**src/rtl/divisor_pkg.sv**
```systemverilog
// Shared types and helpers for the sequential restoring divider.
package divisor_pkg;

  typedef enum logic [2:0] {
    IDLE,
    PREP,
    CALC,
    FIX,
    DONE
  } state_t;

  // Widest operand the negation helper can handle.
  localparam int MAX_W = 64;

  // Iteration counter width: holds WIDTH/UNROLL-1 with room to spare.
  function automatic int cnt_w(input int width, input int unroll);
    return $clog2(width / unroll) + 1;
  endfunction

  // Two's-complement negation confined to the low 'width' bits.
  function automatic logic [MAX_W-1:0] twos_neg(input logic [MAX_W-1:0] value,
                                                input int width);
    logic [MAX_W-1:0] mask;
    mask = (width >= MAX_W) ? '1 : ((64'd1 << width) - 64'd1);
    return (~value + 64'd1) & mask;
  endfunction

endpackage

```
**src/rtl/divisor_step.sv**
```systemverilog
// One restoring-division step: shift in a dividend bit, trial-subtract,
// keep the difference when it does not go negative.
module divisor_step #(
  parameter int WIDTH = 8
) (
  input  logic [WIDTH:0]   rem_in,
  input  logic             bit_in,
  input  logic [WIDTH-1:0] dvs,
  output logic [WIDTH:0]   rem_out,
  output logic             q_bit
);

  logic [WIDTH+1:0] wide;

  // Trial subtraction; the remainder stays below the divisor so the
  // restored value always fits back in WIDTH+1 bits.
  always_comb begin
    wide    = {rem_in, bit_in};
    q_bit   = (wide >= (WIDTH+2)'(dvs));
    rem_out = q_bit ? (WIDTH+1)'(wide - (WIDTH+2)'(dvs)) : (WIDTH+1)'(wide);
  end

endmodule

```
**src/rtl/divisor_seq_param.sv**
```systemverilog
// Multi-cycle restoring divider, UNROLL quotient bits per CALC cycle,
// optional signed mode, valid/ready on both sides.
module divisor_seq_param
  import divisor_pkg::*;
#(
  parameter int WIDTH     = 8,
  parameter int UNROLL    = 1,
  parameter int SIGNED_EN = 1
) (
  input  logic             clk,
  input  logic             rst,
  input  logic             in_valid,
  output logic             in_ready,
  input  logic             signed_mode,
  input  logic [WIDTH-1:0] dividend,
  input  logic [WIDTH-1:0] divisor,
  output logic             out_valid,
  input  logic             out_ready,
  output logic [WIDTH-1:0] quotient,
  output logic [WIDTH-1:0] remainder,
  output logic             div_by_zero,
  output logic             busy
);

  localparam int STEPS = WIDTH / UNROLL;
  localparam int CW    = cnt_w(WIDTH, UNROLL);

  if (WIDTH < 2 || WIDTH > MAX_W) begin : g_bad_width
    $error("divisor_seq_param: WIDTH must be in 2..64");
  end
  if (UNROLL < 1 || (WIDTH % UNROLL) != 0) begin : g_bad_unroll
    $error("divisor_seq_param: WIDTH must be a multiple of UNROLL");
  end

  state_t state, state_n;

  logic [WIDTH-1:0] dd_q, dv_q;     // captured operands
  logic             mode_q;         // effective signed mode
  logic             sign_q, sign_r; // result sign fixups
  logic [WIDTH:0]   rem_q;          // partial remainder
  logic [WIDTH-1:0] sh_q;           // dividend bits out, quotient bits in
  logic [WIDTH-1:0] dvm_q;          // divisor magnitude
  logic [CW-1:0]    cnt_q;

  logic             dd_neg, dv_neg;
  logic [WIDTH-1:0] dd_mag, dv_mag;

  assign dd_neg = mode_q & dd_q[WIDTH-1];
  assign dv_neg = mode_q & dv_q[WIDTH-1];
  assign dd_mag = dd_neg ? WIDTH'(twos_neg(MAX_W'(dd_q), WIDTH)) : dd_q;
  assign dv_mag = dv_neg ? WIDTH'(twos_neg(MAX_W'(dv_q), WIDTH)) : dv_q;

  // Chain of UNROLL restoring steps evaluated each CALC cycle.
  logic [UNROLL:0][WIDTH:0]   rem_c;
  logic [UNROLL:0][WIDTH-1:0] sh_c;
  logic [UNROLL-1:0]          qb;

  assign rem_c[0] = rem_q;
  assign sh_c[0]  = sh_q;

  for (genvar j = 0; j < UNROLL; j++) begin : g_step
    divisor_step #(.WIDTH(WIDTH)) u_step (
      .rem_in (rem_c[j]),
      .bit_in (sh_c[j][WIDTH-1]),
      .dvs    (dvm_q),
      .rem_out(rem_c[j+1]),
      .q_bit  (qb[j])
    );
    assign sh_c[j+1] = {sh_c[j][WIDTH-2:0], qb[j]};
  end

  assign in_ready  = (state == IDLE);
  assign busy      = (state != IDLE);
  assign out_valid = (state == DONE);

  // State register.
  always_ff @(posedge clk or negedge rst) begin
    if (!rst) state <= IDLE;
    else      state <= state_n;
  end

  // Next-state: divide-by-zero skips straight from PREP to DONE.
  always_comb begin
    state_n = state;
    case (state)
      IDLE:    if (in_valid) state_n = PREP;
      PREP:    state_n = (dv_q == '0) ? DONE : CALC;
      CALC:    if (cnt_q == '0) state_n = FIX;
      FIX:     state_n = DONE;
      DONE:    if (out_ready) state_n = IDLE;
      default: state_n = IDLE;
    endcase
  end

  // Datapath: capture, prepare magnitudes, iterate, fix signs, hold result.
  always_ff @(posedge clk or negedge rst) begin
    if (!rst) begin
      dd_q        <= '0;
      dv_q        <= '0;
      mode_q      <= 1'b0;
      sign_q      <= 1'b0;
      sign_r      <= 1'b0;
      rem_q       <= '0;
      sh_q        <= '0;
      dvm_q       <= '0;
      cnt_q       <= '0;
      quotient    <= '0;
      remainder   <= '0;
      div_by_zero <= 1'b0;
    end else begin
      case (state)
        IDLE: begin
          if (in_valid) begin
            dd_q   <= dividend;
            dv_q   <= divisor;
            mode_q <= signed_mode & (SIGNED_EN != 0);
          end
        end
        PREP: begin
          if (dv_q == '0) begin
            quotient    <= '1;
            remainder   <= dd_q;
            div_by_zero <= 1'b1;
          end else begin
            sign_q <= dd_neg ^ dv_neg;
            sign_r <= dd_neg;
            rem_q  <= '0;
            sh_q   <= dd_mag;
            dvm_q  <= dv_mag;
            cnt_q  <= CW'(STEPS - 1);
          end
        end
        CALC: begin
          rem_q <= rem_c[UNROLL];
          sh_q  <= sh_c[UNROLL];
          cnt_q <= cnt_q - CW'(1);
        end
        FIX: begin
          quotient    <= sign_q ? WIDTH'(twos_neg(MAX_W'(sh_q), WIDTH)) : sh_q;
          remainder   <= sign_r ? WIDTH'(twos_neg(MAX_W'(rem_q[WIDTH-1:0]), WIDTH))
                                : rem_q[WIDTH-1:0];
          div_by_zero <= 1'b0;
        end
        DONE: begin
          if (out_ready) div_by_zero <= 1'b0;
        end
        default: ;
      endcase
    end
  end

endmodule

```
**config.mk**
```make
export PLATFORM = sky130hd
export DESIGN_NAME = divisor_seq_param
export DESIGN_NICKNAME = d
export VERILOG_FILES = /design/src/rtl/divisor_pkg.sv /design/src/rtl/divisor_step.sv /design/src/rtl/divisor_seq_param.sv
export SDC_FILE = /design/constraint.sdc
export NUM_CORES = 1
export LEC_CHECK = 0
export ABC_CLOCK_PERIOD_IN_PS = 3010
export BUFFER_PORTS_ARGS = -buffer_cell sky130_fd_sc_hd__buf_4
export CORE_MARGIN = 2
export CORE_UTILIZATION = 46
export CTS_BUF_LIST = sky130_fd_sc_hd__clkbuf_16
export CTS_CLUSTER_SIZE = 20
export DETAILED_ROUTE_END_ITERATION = 10
export GPL_TIMING_DRIVEN = 1
export HOLD_SLACK_MARGIN = 0.06
export PLACE_DENSITY = 0.73
export RECOVER_POWER = 25
export SYNTH_ARGS = -nofsm -noshare
export SYNTH_HDL_FRONTEND = slang
export SYNTH_HIERARCHICAL = 1
export SYNTH_SLANG_ARGS = --single-unit
```
**constraint.sdc**
```tcl
create_clock -name clk -period 3.01 [get_ports clk]
set_clock_uncertainty 0.1 [all_clocks]
set_input_delay 0.7525 -clock clk [delete_from_list [all_inputs] [get_ports clk]]
set_output_delay 0.7525 -clock clk [all_outputs]
set_load 0.02 [all_outputs]
```
; ---- After elaboration in Yosys (flattened, before gate mapping)
; Cells that the tools add are included.
[totals]
ff_bits = 68
inputBits = 21
out_inout_bits = 20
elab_cells = 73
[op_classes]
order_cmp = 1
add_sub_neg = 6
n_eq_ne = 9
n_reduce_logical = 13
muxes = 23
bitwise = 8
[op_table]
columns = cell, n
row1 = 8-bit 2-to-1 mux, 7
row2 = 8-bit one-hot mux with 2 select lines, 3
row3 = "8-bit by 1-bit adder with 8-bit output, second input constant", 4
row4 = 8-bit NOT, 4
row5 = 9-bit 2-to-1 mux, 2
row6 = 9-bit one-hot mux with 2 select lines, 1
row7 = 3-bit one-hot mux with 5 select lines, 1
row8 = 3-bit 2-to-1 mux, 4
row9 = 10-bit by 8-bit greater-or-equal comparator with 1-bit output, 1
row10 = 9-bit by 8-bit subtractor with 9-bit output, 1
row11 = 8-bit zero test, 1
row12 = "2-bit != test, second input constant", 4
row13 = 4-bit one-hot mux with 2 select lines, 1
row14 = 2-bit AND reduction, 4
row15 = "3-bit by 2-bit == test with 1-bit output, second input constant", 2
row16 = 3-bit AND reduction, 2
row17 = 3-bit nonzero test, 2
row18 = 4-bit zero test, 1
row19 = 4-bit 2-to-1 mux, 1
row20 = 2-bit nonzero test, 2
row21 = "4-bit by 1-bit subtractor with 4-bit output, second input constant", 1
row22 = "3-bit by 1-bit == test with 1-bit output, second input constant", 1
row23 = "3-bit == test, second input constant", 1
row24 = 3-bit zero test, 1
row25 = other kinds (6), 8

; ---- Logic depth before layout (Yosys ltp)
[depth]
depth_word = 5
depth_mapped = 12
ltp_nobuf = 11

; ---- Cells and area by module
; Netlist, hierarchy kept.
[by_module_without_submodules]
columns = module, seq_area_each_um2, area_per_inst_um2, n_inst, cells_each
row1 = divisor_seq_param, 1701.6, 3338.2, 1, 336
row2 = divisor_step, 0.0, 523.0, 1, 75

; ---- Least setup slack after synthesis
; OpenSTA, ideal clock, no wires.
[synth_path]
path_type = register -> register
startpoint = reg sh_q[7]
endpoint = reg rem_q[1]
setup_time_ps = 133
path_slack_ps = 696
synth_period_minus_slack_ps = 2314
n_path_buf = 0
required_ps = 2777
arrival_time_ps = 2082
stages_incl_launch_ff = 11
cell_sequence = dfrtp_1 > inv_1 > ha_1 > inv_1 > fa_1 > nand3_1 > a21oi_1 > nor4b_4 > mux2_2 > nand2_1 > o31ai_1
[synth_rtl]
columns = item, line
row1 = "start, declared", divisor_seq_param.sv:41  ; logic [WIDTH-1:0] sh_q;
row2 = "start signal, assigned", divisor_seq_param.sv:128  ; sh_q <= dd_mag;
row3 = "start signal, assigned", divisor_seq_param.sv:135  ; sh_q <= sh_c[UNROLL];
row4 = "end signal, assigned", divisor_seq_param.sv:134  ; rem_q <= rem_c[UNROLL];
row5 = "end, declared", divisor_seq_param.sv:40  ; logic [WIDTH:0] rem_q;

==> flow_summary.yaml <==
outcome:
  outcome: "finished, violations left"
  violations: "capacitance limit, slew limit"
die:
  coreArea_um2: 8175
  die-area_um2: 9143
  die_y_um: 95.62
  start_util_pct: 47.23
  ioPinCount: 41
  chipWidth_um: 95.62
  std_cell_rows: 33
synthesis:
  synth_edf_count: 0
  yosys.area.top_type: "dfrtp_1"
  syn_inst: 411
  synth_common_cells: "dfrtp_1 (68), nand2_1 (56), nand3_1 (28)"
  synth_area_leaders: "dfrtp_1 (44%), nand2_1 (5.4%), ha_1 (4.2%)"
  syn_area_per_cell_um2: 9.395
  synth_top_area_share_pct: 44.07
  yosysMostFrequentCell: "dfrtp_1"
  ys.flop_type: "dfrtp_1"
  synth-seq-cells: 68
  yosysSeqAreaShare_pct: 44.07
  syn-num-nets: 446
  ys_warn_count: 6
  synthArstFlopShare_pct: 100.0
  synth_area_um2: 3861
  synthDistinctLibCells: 52
setup_path:
  critPathCaptureType: "flip-flop"
  cp_max_fo: 13
  cp-start-kind: "flip-flop"
  crit_required_ns: 3.17
  worstPathArrival_ns: 2.67
  setup.worst_path.class: "flip-flop to flip-flop"
detailed_routing:
  firstDrtPassIters: 5
  vias: 3160
  routed-wl-met3_um: 516
  wl_met1_um: 4099
  wl_per_cell_um: 15.86
  drt_iter0_drc: 146
  drtAntennaViolNets: 0
  dr_wl_met2_um: 4020
  drc_errors: 0
  finalWirelength_um: 8832
  top_layer: "met4"
  vias_per_cell: 5.673
clock_network:
  tritoncts: "yes"
  insertion_delay_ns: 0.33
  cts_sinks: 68
  htree_levels: 3
  numCtsBuffers: 9
  post_cts_buffers: 0
  holdBufCountCts: 0
  cts_root_buf: "clkbuf_16"
  cts.repair.resized: 0
  ctsLongestPathBuffers: 2
  clk_pin_slew_ns: 0.05
final_layout:
  final_core_util_pct: 55.22
  finalNetCount: 484
  n_antenna_cell: 0
  seq_area_um2: 1702
  fillers: 701
  syn_to_final_growth_pct: 16.92
  drive_gt1_share_pct: 17.70
  multi_input_area_um2: 1984
sta:
  slew_headroom_pct: -9.136
  finalCritPeriodShare_pct: 83.48
  fin_ws_ns: 0.4971
  max_freq_mhz: 398.0
  setup_viol: 0
  finalHoldViolCount: 0
  rsz0062_at_grt: "no"
  slew_viol_final: 69
  setup_tns_ns: 0
  worst_pin_slew_ns: 1.637
  finalCriticalPeriod_ns: 2.513
global_route:
  grt_pass1_vias: 3098
  grt_max_degree: 69
  track_usage_pct: 21.48
  overflow: 0
  antenna_found_initial: 0
  grt_pass1_wl_um: 15020
placed_design:
  place_ws_ns: 0.5686
  dp_hpwl_um: 6431
  port-buffer-count: 40
  place.gp.congestion: 0.8533
hold_path:
  min_path_type: "flip-flop to flip-flop"
power:
  peakVddDrop_uv: 551.8
  p_leak_nw: 1.999
  p_per_area_nw_per_um2: 1275
run:
  maxCapViolations: 1
[layout by cell type, fill, tap and decap left out, types with 2 or more instances in the layout]
master and n:
a21boi_0 4, a21oi_1 18, a2bb2oi_1 5, a31oi_1 3
and2_1 2, buf_4 44, clkbuf_16 9, clkinv_1 2
dfrtp_1 68, ha_1 13, inv_1 25, mux2_2 14
mux2i_1 6, nand2_1 56, nand2b_1 5, nand3_1 28
nand3b_1 3, nand4_1 2, nand4b_1 2, nor2_1 18
nor2b_1 3, nor3_1 14, nor3_2 2, nor3b_1 3
o211ai_1 13, o21a_1 2, o21ai_0 27, o21bai_1 2
o31ai_1 6, or3_1 2, or4_1 2, xnor2_1 17
xor2_1 10
[final cells by class]
class	instances	area share, %
sequential	68	37.69
inverter	24	1.996
multi-input combinational	301	43.96
tap	105	2.910
clock buffer	9	4.989
timing repair buffer	45	7.428
clock inverter	5	1.025
[sequential cells by signal, summed over array words and instances (netlist names)]
signal and flops:
quotient 8, dvm_q 8, rem_q 9, state 3, sign_q 1, remainder 8
div_by_zero 1, mode_q 1, dv_q 8, dd_q 8, cnt_q 4, sh_q 8
sign_r 1
[per-stage QoR]
step / power (mW) / area, um^2 / hold WS, ns / cells
finish: 5.755 / 4514 / 0.3770 / 557
detailed placement: 4.758 / 4245 / 0.3697 / 543
floorplan: 3.949 / 3861 / 0.3498 / 411
global placement: 4.659 / 4245 / 0.3605 / 543
CTS: 5.762 / 4517 / 0.3809 / 557
global route: 6.227 / 4514 / 0.3946 / 557
[cells by family (layout without fill, tap and decap cells)]
| family | count (synthesis) | in the layout | share of synthesized area (%) |
|---|---|---|---|
| AND/OR/NAND/NOR | 150 | 150 | 19.60 |
| AO/OA/AOI/OAI | 89 | 89 | 14.87 |
| flip-flops | 68 | 68 | 44.07 |
| buffers and inverters | 42 | 83 | 4.666 |
| XOR/XNOR | 27 | 27 | 6.124 |
| multiplexers | 21 | 21 | 5.930 |
| adder cells (fa/ha/maj) | 14 | 14 | 4.731 |
[path summary, 6_finish.rpt]
check | cells past startpoint | slack, ns | start | to
hold reg to reg | 2 | 0.38 | dvm_q[2] | dvm_q[2]
setup / recovery | 12 | 0.50 | sh_q[7] | rem_q[7]
min in group asynchronous | 1 | 0.75 | rst | sh_q[3]
hold / removal | 2 | 0.38 | dvm_q[2] | dvm_q[2]
max in group asynchronous | 1 | 1.09 | rst | rem_q[5]
setup reg to reg | 12 | 0.50 | sh_q[7] | rem_q[7]
[power by group]
group | switching (mW) | total (mW) | internal [mW] | leakage [nW]
combinational | 1.62 | 2.93 | 1.31 | 1.02
clock | 0.353 | 0.973 | 0.620 | 0.137
sequential | 0.510 | 1.85 | 1.34 | 0.841
total | 2.48 | 5.75 | 3.27 | 2.00
[metal layers]
metal / global-route usage, % / vias to the layer above
li1: - / 1522
met1: 29.15 / 1520
met2: 33.33 / 99
met3: 5.455 / 19
met4: 7.738 / 0
met5: 0 / -
[worst max-delay path, cell delays in order, from the launching register on]
cell     delay (ns)
dfrtp_1        0.40
inv_1          0.09
ha_1           0.17
inv_1          0.06
fa_1           0.40
nand3_1        0.14
a21oi_1        0.12
nor4b_4        0.30
buf_4          0.23
inv_1          0.08
a41oi_1        0.17
nand2_1        0.08
nand2_1        0.11
(Power assumes the default switching activity.)
